==> src/rtl/hack_screen_scanner_if.sv <==
// rtl/hack_screen_scanner_if.sv - screen memory read port between scanner and frame store
interface hack_screen_scanner_if;
  logic        rd_en;
  logic [12:0] rd_addr;
  logic [15:0] rd_data;

  modport master (output rd_en, output rd_addr, input rd_data);
  modport slave  (input rd_en, input rd_addr, output rd_data);
endinterface

==> src/rtl/hack_screen_scanner.sv <==
// rtl/hack_screen_scanner.sv - raster scan of the Hack screen memory into serial pixels with syncs
module hack_screen_scanner #(
  parameter int H_ACTIVE        = 512,
  parameter int H_FP            = 16,
  parameter int H_SYNC          = 64,
  parameter int H_BP            = 48,
  parameter int V_ACTIVE        = 256,
  parameter int V_FP            = 10,
  parameter int V_SYNC          = 2,
  parameter int V_BP            = 22,
  parameter int SYNC_ACTIVE_LOW = 1
) (
  input  logic                   clk,
  input  logic                   reset,
  hack_screen_scanner_if.master  mem,
  output logic                   pixel,
  output logic                   de,
  output logic                   hsync,
  output logic                   vsync,
  output logic                   frame_start
);
  localparam int H_TOTAL = H_ACTIVE + H_FP + H_SYNC + H_BP;
  localparam int V_TOTAL = V_ACTIVE + V_FP + V_SYNC + V_BP;
  // At least 9/8 bits so the {v, h[8:4]} address slice always exists.
  localparam int HW = ($clog2(H_TOTAL) > 9) ? $clog2(H_TOTAL) : 9;
  localparam int VW = ($clog2(V_TOTAL) > 8) ? $clog2(V_TOTAL) : 8;
  localparam logic SYNC_ON = (SYNC_ACTIVE_LOW != 0) ? 1'b0 : 1'b1;

  logic [HW-1:0] h;
  logic [VW-1:0] v;
  logic          active;
  logic          hs_on;
  logic          vs_on;
  logic          fetch;

  // Stage 1 state: one-cycle-delayed qualifiers plus the pixel shifter.
  logic          load1;
  logic          de1;
  logic          hs1;
  logic          vs1;
  logic          fs1;
  logic [15:0]   shreg;
  logic [15:0]   word;

  always_ff @(posedge clk or posedge reset) begin
    if (reset) begin
      h <= '0;
      v <= '0;
    end else if (h == HW'(H_TOTAL - 1)) begin
      h <= '0;
      v <= (v == VW'(V_TOTAL - 1)) ? '0 : v + 1'b1;
    end else begin
      h <= h + 1'b1;
    end
  end

  always_comb begin
    active = (h < HW'(H_ACTIVE)) && (v < VW'(V_ACTIVE));
    hs_on  = (h >= HW'(H_ACTIVE + H_FP)) && (h < HW'(H_ACTIVE + H_FP + H_SYNC));
    vs_on  = (v >= VW'(V_ACTIVE + V_FP)) && (v < VW'(V_ACTIVE + V_FP + V_SYNC));
    // Gated by reset so the port is idle while the counters are held at 0,0.
    fetch  = active && (h[3:0] == 4'd0) && !reset;
  end

  assign mem.rd_en   = fetch;
  assign mem.rd_addr = fetch ? {v[7:0], h[8:4]} : 13'd0;

  always_ff @(posedge clk or posedge reset) begin
    if (reset) begin
      load1 <= 1'b0;
      de1   <= 1'b0;
      hs1   <= 1'b0;
      vs1   <= 1'b0;
      fs1   <= 1'b0;
    end else begin
      load1 <= fetch;
      de1   <= active;
      hs1   <= hs_on;
      vs1   <= vs_on;
      fs1   <= (h == '0) && (v == '0);
    end
  end

  // rd_data is only looked at in the response cycle; otherwise the shifter drains LSB first.
  assign word = load1 ? mem.rd_data : shreg;

  always_ff @(posedge clk or posedge reset) begin
    if (reset) begin
      shreg       <= '0;
      pixel       <= 1'b0;
      de          <= 1'b0;
      hsync       <= ~SYNC_ON;
      vsync       <= ~SYNC_ON;
      frame_start <= 1'b0;
    end else begin
      shreg       <= {1'b0, word[15:1]};
      pixel       <= de1 & word[0];
      de          <= de1;
      hsync       <= hs1 ? SYNC_ON : ~SYNC_ON;
      vsync       <= vs1 ? SYNC_ON : ~SYNC_ON;
      frame_start <= fs1;
    end
  end
endmodule

==> src/flat_wrapper.sv <==
// flat-port wrapper written by rule: the top's interface ports become plain ports
module hack_screen_scanner_flat 
#(
  parameter int H_ACTIVE        = 512,
  parameter int H_FP            = 16,
  parameter int H_SYNC          = 64,
  parameter int H_BP            = 48,
  parameter int V_ACTIVE        = 256,
  parameter int V_FP            = 10,
  parameter int V_SYNC          = 2,
  parameter int V_BP            = 22,
  parameter int SYNC_ACTIVE_LOW = 1
)
  (clk, reset, pixel, de, hsync, vsync, frame_start, mem_rd_en, mem_rd_addr, mem_rd_data);
  hack_screen_scanner_if mem_i ();
  input  logic clk;
  input  logic reset;
  output logic pixel;
  output logic de;
  output logic hsync;
  output logic vsync;
  output logic frame_start;
  output wire logic [$bits(mem_i.rd_en)-1:0] mem_rd_en;
  output wire logic [$bits(mem_i.rd_addr)-1:0] mem_rd_addr;
  input wire logic [$bits(mem_i.rd_data)-1:0] mem_rd_data;
  assign mem_rd_en = mem_i.rd_en;
  assign mem_rd_addr = mem_i.rd_addr;
  assign mem_i.rd_data = mem_rd_data;
  hack_screen_scanner #(.H_ACTIVE(H_ACTIVE), .H_FP(H_FP), .H_SYNC(H_SYNC), .H_BP(H_BP), .V_ACTIVE(V_ACTIVE), .V_FP(V_FP), .V_SYNC(V_SYNC), .V_BP(V_BP), .SYNC_ACTIVE_LOW(SYNC_ACTIVE_LOW)) u_core (.clk(clk), .reset(reset), .mem(mem_i), .pixel(pixel), .de(de), .hsync(hsync), .vsync(vsync), .frame_start(frame_start));
endmodule
==> config.mk <==
export PLATFORM = sky130hd
export DESIGN_NAME = hack_screen_scanner_flat
export DESIGN_NICKNAME = d
export VERILOG_FILES = /design/src/rtl/hack_screen_scanner_if.sv /design/src/rtl/hack_screen_scanner.sv /design/src/flat_wrapper.sv
export SDC_FILE = /design/constraint.sdc
export NUM_CORES = 1
export LEC_CHECK = 0
export BUFFER_PORTS_ARGS = -buffer_cell sky130_fd_sc_hd__buf_4
export CAP_MARGIN = 0
export CELL_PAD_IN_SITES_DETAIL_PLACEMENT = 1
export CELL_PAD_IN_SITES_GLOBAL_PLACEMENT = 1
export CORE_ASPECT_RATIO = 1.2
export CORE_MARGIN = 2
export CORE_UTILIZATION = 42
export CTS_CLUSTER_DIAMETER = 50
export DETAILED_ROUTE_END_ITERATION = 12
export GPL_TIMING_DRIVEN = 0
export PLACE_DENSITY = 0.84
export SLEW_MARGIN = 20
export SYNTH_ARGS = -nofsm -noshare
export SYNTH_HDL_FRONTEND = slang
export SYNTH_SLANG_ARGS = --single-unit
==> constraint.sdc <==
create_clock -name clk -period 2.11 [get_ports clk]
set_input_delay 0.1055 -clock clk [delete_from_list [all_inputs] [get_ports clk]]
set_output_delay 0.1055 -clock clk [all_outputs]
set_load 0.02 [all_outputs]
==> impl_metrics.csv, run 1 <==
group,metric,value,unit
synthesis,synth_seq_cells,44,
grt,grt_pass1_wl,7780,um
sta,period_needed,2030,ps
power,swShare,0.185,
floorplanning,die-area,0.00524,mm^2
floorplanning,fp.dieH,78.9,um
layout,n_antenna_cell,0,
sta,tightest_slew,620,ps
power,internal_power,1350,uW
placed_design,dp_cells,272,
power,p_leak,0.00111,uW
floorplanning,rows,27,
synthesis,synthesis.nets,201,
sta,tns,0,ps
grt,grt_use_met2,0.359,
setup_path,path_cells,"or4_4 -> or4_4 -> buf_6 -> a21oi_1 -> o22ai_1",
detailed_routing,wirelength,4670,um
setup_path,required,2280,ps
grt,use_met3,0.0368,
setup_path,endpoint_kind,"flip-flop",
clock_tree,cts_htree_levels,2,
clock_tree,cts.sinks,44,
power,power.density,672,mW/mm^2
setup_path,cpMaxStageDelayCell,"or4_4",
detailed_routing,vias_per_cell,5.28,
setup_path,max_stage_delay,580,ps
floorplanning,start_util,0.430,
layout,multiInputGateArea,783,um^2
job,drv_cap,0,
floorplanning,coreArea,0.00456,mm^2
placed_design,port_buffers,35,
detailed_routing,drt_iter0_markers,40,
setup_path,path_class,"flip-flop to flip-flop",
sta,fin_crit_sh,0.963,
power,p_sw,307,uW
power,seqPwrFrac,0.510,
sta,fmax,0.492,GHz
synthesis,synth.yosys.seq_area_share,0.562,
layout,syn_to_final_growth,25.8,%
grt,grt_pass1_vias,1594,
clock_tree,cts_setup_buffers,0,
clock_tree,tritoncts,"done",
sta,slew_violations,0,
clock_tree,cts_buffer_depth,2,
detailed_routing,routedWlPerCell,16.7,um
setup_path,cp-start-kind,"flip-flop",
hold_path,hp-start,"mem_rd_data[15]",
grt,grt_util_met1,0.227,
synthesis,ys_types,32,
grt,grt_overflow,0,
synthesis,synth_area,0.00196,mm^2
sta,fin_skew,5.64,ps
clock_tree,cts_buffers,5,
power,vdd_drop_max,0.324,mV
clock_tree,clock-root-buffer,"clkbuf_8",
synthesis,avgSynthCellArea,11.0,um^2
hold_path,hold_path_class,"primary input to flip-flop",
placed_design,place_hpwl,3400,um
floorplanning,die_w,66.4,um
floorplanning,ios,37,
sta,grt_setup_unrepaired,"false",
layout,final_nets,245,
synthesis,ys.warnings.count,0,
detailed_routing,dr.pass1.iters,4,
layout,n_fill_cell,528,
grt,grt_antenna_before_repair,0,
layout,ff_latch_area,0.00110,mm^2
layout,instances_no_fill,280,
setup_path,worstPathMaxFanout,7,
setup_path,startpoint,"u_core.v[6]",
setup_path,worstPathArrival,2210,ps
power,clockPowerShare,0.444,
placed_design,gp_congestion,0.819,
setup_path,rr_startpoint,"u_core.v[6]",
synthesis,synthCells,178,
sta,finalHoldViolCount,0,
detailed_routing,drc,0,
layout,drive_above_1_share,0.311,
layout,fin_util,0.542,
detailed_routing,antenna_left,0,
sta,relSlewSlack,0.585,
outcome,status,"finished, final reports clean",
power,comb_power_share,0.046,
grt,grt-busiest-layer,"met2",
detailed_routing,dr_total_vias,1478,
clock_tree,clk_latency,290,ps
clock_tree,clkTransAtPathRegs,80,ps
setup_path,cpMostUsedCell,"or4_4",
sta,setup_violations,0,
grt,grt_use_total,0.199,
grt,grt_max_degree,31,
-- state kept, by name, summed over array words and instances, names as in the netlist --
name	cells
u_core.shreg	15
u_core.de	1
u_core.hsync	1
u_core.pixel	1
u_core.load1	1
u_core.hs1	1
u_core.frame_start	1
u_core.de1	1
u_core.h	10
u_core.fs1	1
u_core.v	9
u_core.vsync	1
u_core.vs1	1
-- power by group through the flow --
stage | combinational, uW | sequential [uW] | clock [uW]
2_1_floorplan | 37.2 | 865 | 0
3_3_place_gp | 70.0 | 863 | 0
3_5_place_dp | 77.6 | 863 | 0
4_1_cts | 79.6 | 847 | 756
5_1_grt | 85.4 | 847 | 785
6_report | 76.8 | 847 | 737
-- what timing repair did --
| action | 4_1_cts | 5_1_grt |
|---|---|---|
| hold buffers | 1 | 0 |
| hold endpoints to repair | 14 | 0 |
| resized for setup | 2 | 1 |
| setup endpoints to repair | 8 | 7 |
-- metrics by stage --
stage / hold slack [ps] / instance area (um^2) / setup WS (ps) / total power (uW)
floorplan: 240 / 1960 / 258 / 902
global placement: 333 / 2300 / 139 / 933
detailed placement: 245 / 2320 / 75.5 / 941
CTS: 27.6 / 2460 / 43.9 / 1680
global route: 33.5 / 2470 / 3.87 / 1720
finish: 31.6 / 2470 / 78.9 / 1660
-- cells in the final DEF, fill, tap and decap left out, types with 2 or more instances in the layout --
master and count:
clkbuf_1 3, inv_1 14, and2_1 10, ha_1 5, or3_1 5, nand3_1 8, xor2_1 3, nand4_1 6
o21ai_1 3, nor3_1 8, buf_4 35, clkbuf_8 5, or4_4 2, and4_1 2, o22ai_1 3, nor2_1 10
nand2_1 8, mux2_2 14, dfrtp_1 42, bufinv_16 2, xnor2_1 5, o21ai_0 3, dfstp_2 2, buf_2 2
a21oi_1 7
-- cell type report --
| cell class | count | area share |
|---|---|---|
| repair buffers | 37 | 0.119 |
| well taps | 58 | 0.0294 |
| inverters | 15 | 0.0228 |
| clock inverters | 2 | 0.0243 |
| clock buffers | 5 | 0.0279 |
| flip-flops and latches | 44 | 0.447 |
| plain buffers | 6 | 0.0132 |
| multi-input cells | 113 | 0.317 |
-- critical path, delay by kind of cell, from the launching register on --
family,cells,cell delay [ps]
AND/OR/NAND/NOR,2,1070
flip-flops,1,430
AO/OA/AOI/OAI,2,270
buffers and inverters,1,150
-- cell usage after synthesis, drive strengths merged --
library cell,count,area [um^2]
nor2,11,41.3
and4,2,17.5
nor3,9,50.1
and2,10,62.6
nor2b,1,6.26
o22ai,3,18.8
dfstp,2,52.6
buf,3,21.3
nand3,9,45.0
ha,5,62.6
xnor2,5,43.8
o21ai,6,30.0
or3b,1,8.76
o31ai,1,7.51
or3,5,31.3
a211oi,1,7.51
inv,15,56.3
xor2,3,26.3
nand2b,1,6.26
dfrtp,42,1050
nand2,9,36.3
nor4,1,6.26
or4,2,22.5
mux2i,1,10.0
a21oi,7,35.0
clkbuf,3,11.3
mux2,14,158
nand4,6,37.5
-- worst paths after layout --
| check | end | slack (ps) | cells past startpoint |
|---|---|---|---|
| max in group asynchronous | u_core.hsync | 1070 | 4 |
| hold / removal | u_core.shreg[14] | 30 | 2 |
| min in group asynchronous | u_core.h[1] | 500 | 3 |
| setup / recovery | u_core.v[3] | 80 | 5 |
| hold reg to reg | u_core.vsync | 360 | 1 |
| setup reg to reg | u_core.v[3] | 80 | 5 |
-- metal layers --
metal / routed length [um] / vias up / part of all wire
li1: - / 695 / -
met1: 1870 / 735 / 0.40
met2: 2500 / 38 / 0.53
met3: 198 / 10 / 0.042
met4: 106 / 0 / 0.023
met5: 0 / - / 0
-- kinds of logic (layout without fill, tap and decap cells) --
group | Yosys count | count (layout) | share of synthesized area
AND/OR/NAND/NOR | 67 | 67 | 0.189
flip-flops | 44 | 44 | 0.562
adder cells (fa/ha/maj) | 5 | 5 | 0.0319
AO/OA/AOI/OAI | 18 | 18 | 0.0503
XOR/XNOR | 8 | 8 | 0.0357
multiplexers | 15 | 15 | 0.0854
buffers and inverters | 21 | 65 | 0.0452
(Power assumes the default switching activity.)
==> run 2, diff against run 1 <==
--- a/config.mk
+++ b/config.mk
@@ -11,11 +11,12 @@
 export CELL_PAD_IN_SITES_GLOBAL_PLACEMENT = 1
 export CORE_ASPECT_RATIO = 1.2
 export CORE_MARGIN = 2
-export CORE_UTILIZATION = 42
+export CORE_UTILIZATION = 44
+export CTS_BUF_LIST = sky130_fd_sc_hd__clkbuf_8
 export CTS_CLUSTER_DIAMETER = 50
 export DETAILED_ROUTE_END_ITERATION = 12
 export GPL_TIMING_DRIVEN = 0
-export PLACE_DENSITY = 0.84
+export PLACE_DENSITY = 0.88
 export SLEW_MARGIN = 20
 export SYNTH_ARGS = -nofsm -noshare
 export SYNTH_HDL_FRONTEND = slang
==> impl_metrics.csv, run 2 (synthesis gave the netlist of run 1 again) <==
group,metric,value,unit
detailed_routing,vias_per_cell,5.22,
sta,fmax,0.497,GHz
sta,setup_violations,0,
floorplanning,start_util,0.461,
hold_path,hold_path_class,"primary input to flip-flop",
job,drv_cap,0,
floorplanning,fp.dieH,77.2,um
floorplanning,ios,37,
setup_path,worstPathArrival,2190,ps
detailed_routing,drc,0,
detailed_routing,dr.pass1.iters,4,
detailed_routing,wirelength,4540,um
grt,grt_pass1_wl,7520,um
placed_design,gp_congestion,0.799,
detailed_routing,routedWlPerCell,16.3,um
setup_path,endpoint_kind,"flip-flop",
outcome,status,"finished, final reports clean",
layout,fin_util,0.581,
grt,grt_antenna_before_repair,0,
sta,relSlewSlack,0.649,
detailed_routing,dr_total_vias,1451,
sta,tightest_slew,527,ps
placed_design,placed_area,0.00232,mm^2
clock_tree,cts_buffer_depth,2,
clock_tree,cts_htree_levels,2,
layout,final_nets,245,
grt,grt_overflow,0,
setup_path,cp-start-kind,"flip-flop",
layout,final_cell_area,0.00248,mm^2
placed_design,port_buffers,35,
floorplanning,coreArea,0.00426,mm^2
clock_tree,cts_buffers,5,
sta,period_needed,2010,ps
floorplanning,die_w,65.0,um
grt,grt_use_total,0.199,
setup_path,worstPathMaxFanout,7,
clock_tree,clock-root-buffer,"clkbuf_8",
floorplanning,rows,26,
layout,largestRegisters,"u_core.shreg: 15 flops, u_core.h: 10 flops, u_core.v: 9 flops",
power,p_leak,0.00113,uW
detailed_routing,drt_iter0_markers,61,
layout,drive_above_1_share,0.315,
sta,fin_crit_sh,0.953,
sta,fin_skew,4.15,ps
layout,largest_reg_flops,15,
layout,syn_to_final_growth,26.1,%
grt,grt_max_degree,30,
setup_path,reg2reg_setup_slack,100,ps
clock_tree,clk_latency,290,ps
layout,final_common_cell,"dfrtp_1",
clock_tree,clkTransAtPathRegs,80,ps
clock_tree,cts.sinks,44,
clock_tree,tritoncts,"done",
power,vdd_drop_max,0.380,mV
detailed_routing,antenna_left,0,
setup_path,required,2290,ps
layout,regMostFlops,"u_core.shreg",
sta,finalHoldViolCount,0,
layout,n_antenna_cell,0,
grt,grt_pass1_vias,1564,
placed_design,place_hpwl,3280,um
setup_path,path_class,"flip-flop to flip-flop",
sta,slew_violations,0,
floorplanning,die-area,0.00501,mm^2
power,power.density,672,mW/mm^2
layout,final_cell_mix,"dfrtp_1 (42), buf_4 (35), inv_1 (14), mux2_2 (14)",
## run 2: cell counts in the layout (fill, tap and decap cells not counted)
Identical to the previous run, type by type.
## run 2: final cells by class
| cell class | count | area [um^2] |
|---|---|---|
| fill | 467 | 1790 |
| sequential | 44 | 1100 |
| multi-input combinational | 113 | 792 |
| timing repair buffer | 37 | 293 |
| tap | 56 | 70.1 |
| clock buffer | 5 | 68.8 |
| clock inverter | 2 | 60.1 |
| inverter | 15 | 56.3 |
| buffer | 6 | 32.5 |
## run 2: worst max-delay path: stages, from the launching register on
cell and delay (ps):
dfrtp_1 430, or4_4 560, or4_4 490, buf_6 150, a21oi_1 170, o21ai_0 90
## run 2: per-layer routing
layer / wire, um / up-vias / track usage
met4: 120 / 0 / 0.0957
li1: - / 689 / -
met2: 2340 / 37 / 0.334
met1: 1900 / 715 / 0.243
met5: 0 / - / 0
met3: 186 / 10 / 0.0396
## run 2: final timing paths
| kind | start | end | depth (start not counted) |
|---|---|---|---|
| worst max-delay path | u_core.v[6] | u_core.v[8] | 5 |
| worst min-delay path | mem_rd_data[15] | u_core.shreg[14] | 2 |
| worst max register to register | u_core.v[6] | u_core.v[8] | 5 |
| worst min register to register | u_core.fs1 | u_core.frame_start | 0 |
| max in group asynchronous | reset | u_core.vsync | 4 |
| min in group asynchronous | reset | u_core.v[3] | 3 |
## run 2: stage by stage
| stage | instances | setup slack, ps | power (uW) | hold WS [ps] | setup TNS (ps) |
|---|---|---|---|---|---|
| after global placement | 269 | 183 | 933 | 333 | 0 |
| after detailed placement | 270 | 111 | 941 | 272 | 0 |
| after global routing | 278 | -2.50 | 1720 | 34.3 | -2.50 |
| final | 278 | 99.9 | 1660 | 40.3 | 0 |
| after floorplan | 178 | 258 | 902 | 240 | 0 |
| after CTS | 278 | 49.5 | 1690 | 34.8 | 0 |
## run 2: where the power goes
part	switching, uW	internal, uW
registers	0.400	846
clock network	276	466
logic	35.3	41.1
## run 2: what timing repair did
item	in CTS	in global routing
setup endpoints to repair	8	8
setup buffers	0	0
pin swaps	0	1
hold buffers	1	0
resized for setup	2	3
hold endpoints to repair	14	0
==> run 3, diff against run 2 <==
--- a/config.mk
+++ b/config.mk
@@ -11,12 +11,13 @@
 export CELL_PAD_IN_SITES_GLOBAL_PLACEMENT = 1
 export CORE_ASPECT_RATIO = 1.2
 export CORE_MARGIN = 2
-export CORE_UTILIZATION = 44
+export CORE_UTILIZATION = 48
 export CTS_BUF_LIST = sky130_fd_sc_hd__clkbuf_8
 export CTS_CLUSTER_DIAMETER = 50
 export DETAILED_ROUTE_END_ITERATION = 12
 export GPL_TIMING_DRIVEN = 0
-export PLACE_DENSITY = 0.88
+export PLACE_DENSITY = 0.94
+export RECOVER_POWER = 50
 export SLEW_MARGIN = 20
 export SYNTH_ARGS = -nofsm -noshare
 export SYNTH_HDL_FRONTEND = slang
==> constraint.sdc (replaced) <==
create_clock -name clk -period 2.4 [get_ports clk]
set_input_delay 0.12 -clock clk [delete_from_list [all_inputs] [get_ports clk]]
set_output_delay 0.12 -clock clk [all_outputs]
set_load 0.02 [all_outputs]
==> impl_metrics.csv, run 3 (synthesis gave the netlist of run 1 again) <==
group,metric,value,unit
hold_path,hold_path_class,"primary input to flip-flop",
placed_design,dp_cells,268,
floorplanning,fp.dieH,74.1,um
sta,fin_skew,4.72,ps
setup_path,worstPathArrival,1940,ps
power,p_sw,276,uW
hold_path,whs_path_depth,2,
setup_path,endpoint_kind,"output port",
detailed_routing,drt_iter0_markers,46,
layout,syn_to_final_growth,22.9,%
grt,grt_pass1_vias,1561,
layout,instances_no_fill,277,
sta,slew_violations,0,
setup_path,required,2280,ps
clock_tree,clock-root-buffer,"clkbuf_8",
floorplanning,die-area,0.00462,mm^2
power,comb_power_share,0.045,
layout,largestRegisters,"u_core.shreg: 15 flops, u_core.h: 10 flops, u_core.v: 9 flops",
setup_path,reg2reg_setup_slack,380,ps
clock_tree,cts_buffers,5,
clock_tree,clk_latency,290,ps
setup_path,startpoint,"u_core.h[0]",
clock_tree,cts.sinks,44,
layout,final_common_cell,"dfrtp_1",
power,internal_power,1120,uW
sta,relSlewSlack,0.549,
setup_path,path_class,"flip-flop to output port",
power,power.density,577,mW/mm^2
setup_path,worstPathMaxFanout,9,
layout,n_antenna_cell,0,
detailed_routing,drc,0,
power,swShare,0.198,
setup_path,worst-path-buf-inv,2,
setup_path,crit_family,"simple AND/OR/NAND/NOR gates",
sta,fin_crit_sh,0.860,
clock_tree,tritoncts,"done",
layout,regMostFlops,"u_core.shreg",
setup_path,path_cells,"inv_1 -> ha_1 -> nand3_1 -> nor2_2 -> and2_1 -> buf_4",
floorplanning,ios,37,
layout,largest_reg_flops,15,
clock_tree,cts_htree_levels,2,
setup_path,reg2reg_depth,6,
setup_path,cp-start-kind,"flip-flop",
job,drv_cap,0,
layout,drive_above_1_share,0.283,
detailed_routing,vias_per_cell,5.32,
grt,grt_overflow,0,
setup_path,max_stage_delay,430,ps
grt,grt_use_total,0.216,
sta,setup_violations,0,
clock_tree,clkTransAtPathRegs,80,ps
outcome,status,"finished, final reports clean",
setup_path,rr_startpoint,"u_core.h[0]",
floorplanning,die_w,62.4,um
setup_path,r2r-end,"u_core.v[5]",
grt,grt_max_degree,30,
power,seqPwrFrac,0.534,
clock_tree,cts_buffer_depth,2,
clock_tree,cts_setup_buffers,0,
detailed_routing,antenna_left,0,
sta,period_needed,2060,ps
power,p_leak,0.00109,uW
hold_path,hp-start,"mem_rd_data[1]",
detailed_routing,routedWlPerCell,16.3,um
placed_design,gp_congestion,0.825,
detailed_routing,dr_total_vias,1473,
placed_design,port_buffers,35,
setup_path,cpMaxStageDelayCell,"dfrtp_1",
power,clockPowerShare,0.421,
placed_design,place_hpwl,3120,um
layout,final_cell_mix,"dfrtp_1 (42), buf_4 (30), inv_1 (15)",
sta,tightest_slew,677,ps
grt,grt_pass1_wl,7530,um
floorplanning,coreArea,0.00394,mm^2
sta,tns,0,ps
detailed_routing,dr.pass1.iters,4,
floorplanning,start_util,0.498,
grt,grt_antenna_before_repair,0,
sta,fmax,0.484,GHz
hold_path,hold_end,"u_core.shreg[0]",
detailed_routing,wirelength,4500,um
sta,grt_setup_unrepaired,"false",
sta,finalHoldViolCount,0,
floorplanning,rows,25,
layout,final_nets,245,
power,vdd_drop_max,0.340,mV
-- run 3: area by class of cell --
cell class | count | area, um^2
fillers | 458 | 1530
flip-flops and latches | 44 | 1100
multi-input cells | 113 | 773
repair buffers | 37 | 259
clock buffers | 6 | 82.6
well taps | 54 | 67.6
inverters | 15 | 56.3
clock inverters | 2 | 38.8
plain buffers | 6 | 32.5
-- run 3: repair_timing --
action                                  in CTS  in global routing
hold buffers                                 1                  0
gates resized for setup                      0                  1
endpoints found under the setup margin       0                  7
endpoints found under the hold margin       15                  0
-- run 3: stage by stage --
step / hold slack (ps) / total power (uW) / setup slack [ps] / instance area [um^2] / utilization
finish: 54.5 / 1390 / 336 / 2410 / 0.612
global route: 51.1 / 1440 / 151 / 2410 / 0.612
CTS: 41.8 / 1420 / 108 / 2440 / 0.620
detailed placement: 222 / 825 / 414 / 2310 / 0.587
global placement: 332 / 819 / 429 / 2290 / 0.582
floorplan: 254 / 793 / 548 / 1960 / -
-- run 3: worst max-delay path by stage --
stage                            endpoint  slack, ps  cells past startpoint
final                      mem_rd_addr[0]        340                      6
after global routing      mem_rd_addr[12]        150                      5
after CTS                 mem_rd_addr[12]        110                      6
after detailed placement      u_core.v[6]        410                      5
after global placement     mem_rd_addr[7]        430                      5
after floorplan               u_core.v[6]        550                      5
-- run 3: power groups by stage --
stage | Sequential, uW | Clock [uW] | Combinational, uW
floorplan | 760 | 0 | 32.7
global placement | 759 | 0 | 60.0
detailed placement | 759 | 0 | 66.4
CTS | 744 | 603 | 68.4
global route | 745 | 629 | 70.1
finish | 744 | 586 | 62.3
-- run 3: per-layer routing --
metal  global-route usage  vias up  routed length, um
li1                     -      695                  -
met4               0.0938        0                 88
met2                0.396       40               2410
met3               0.0499        7                185
met1                0.248      731               1820
met5                    0        -                  0
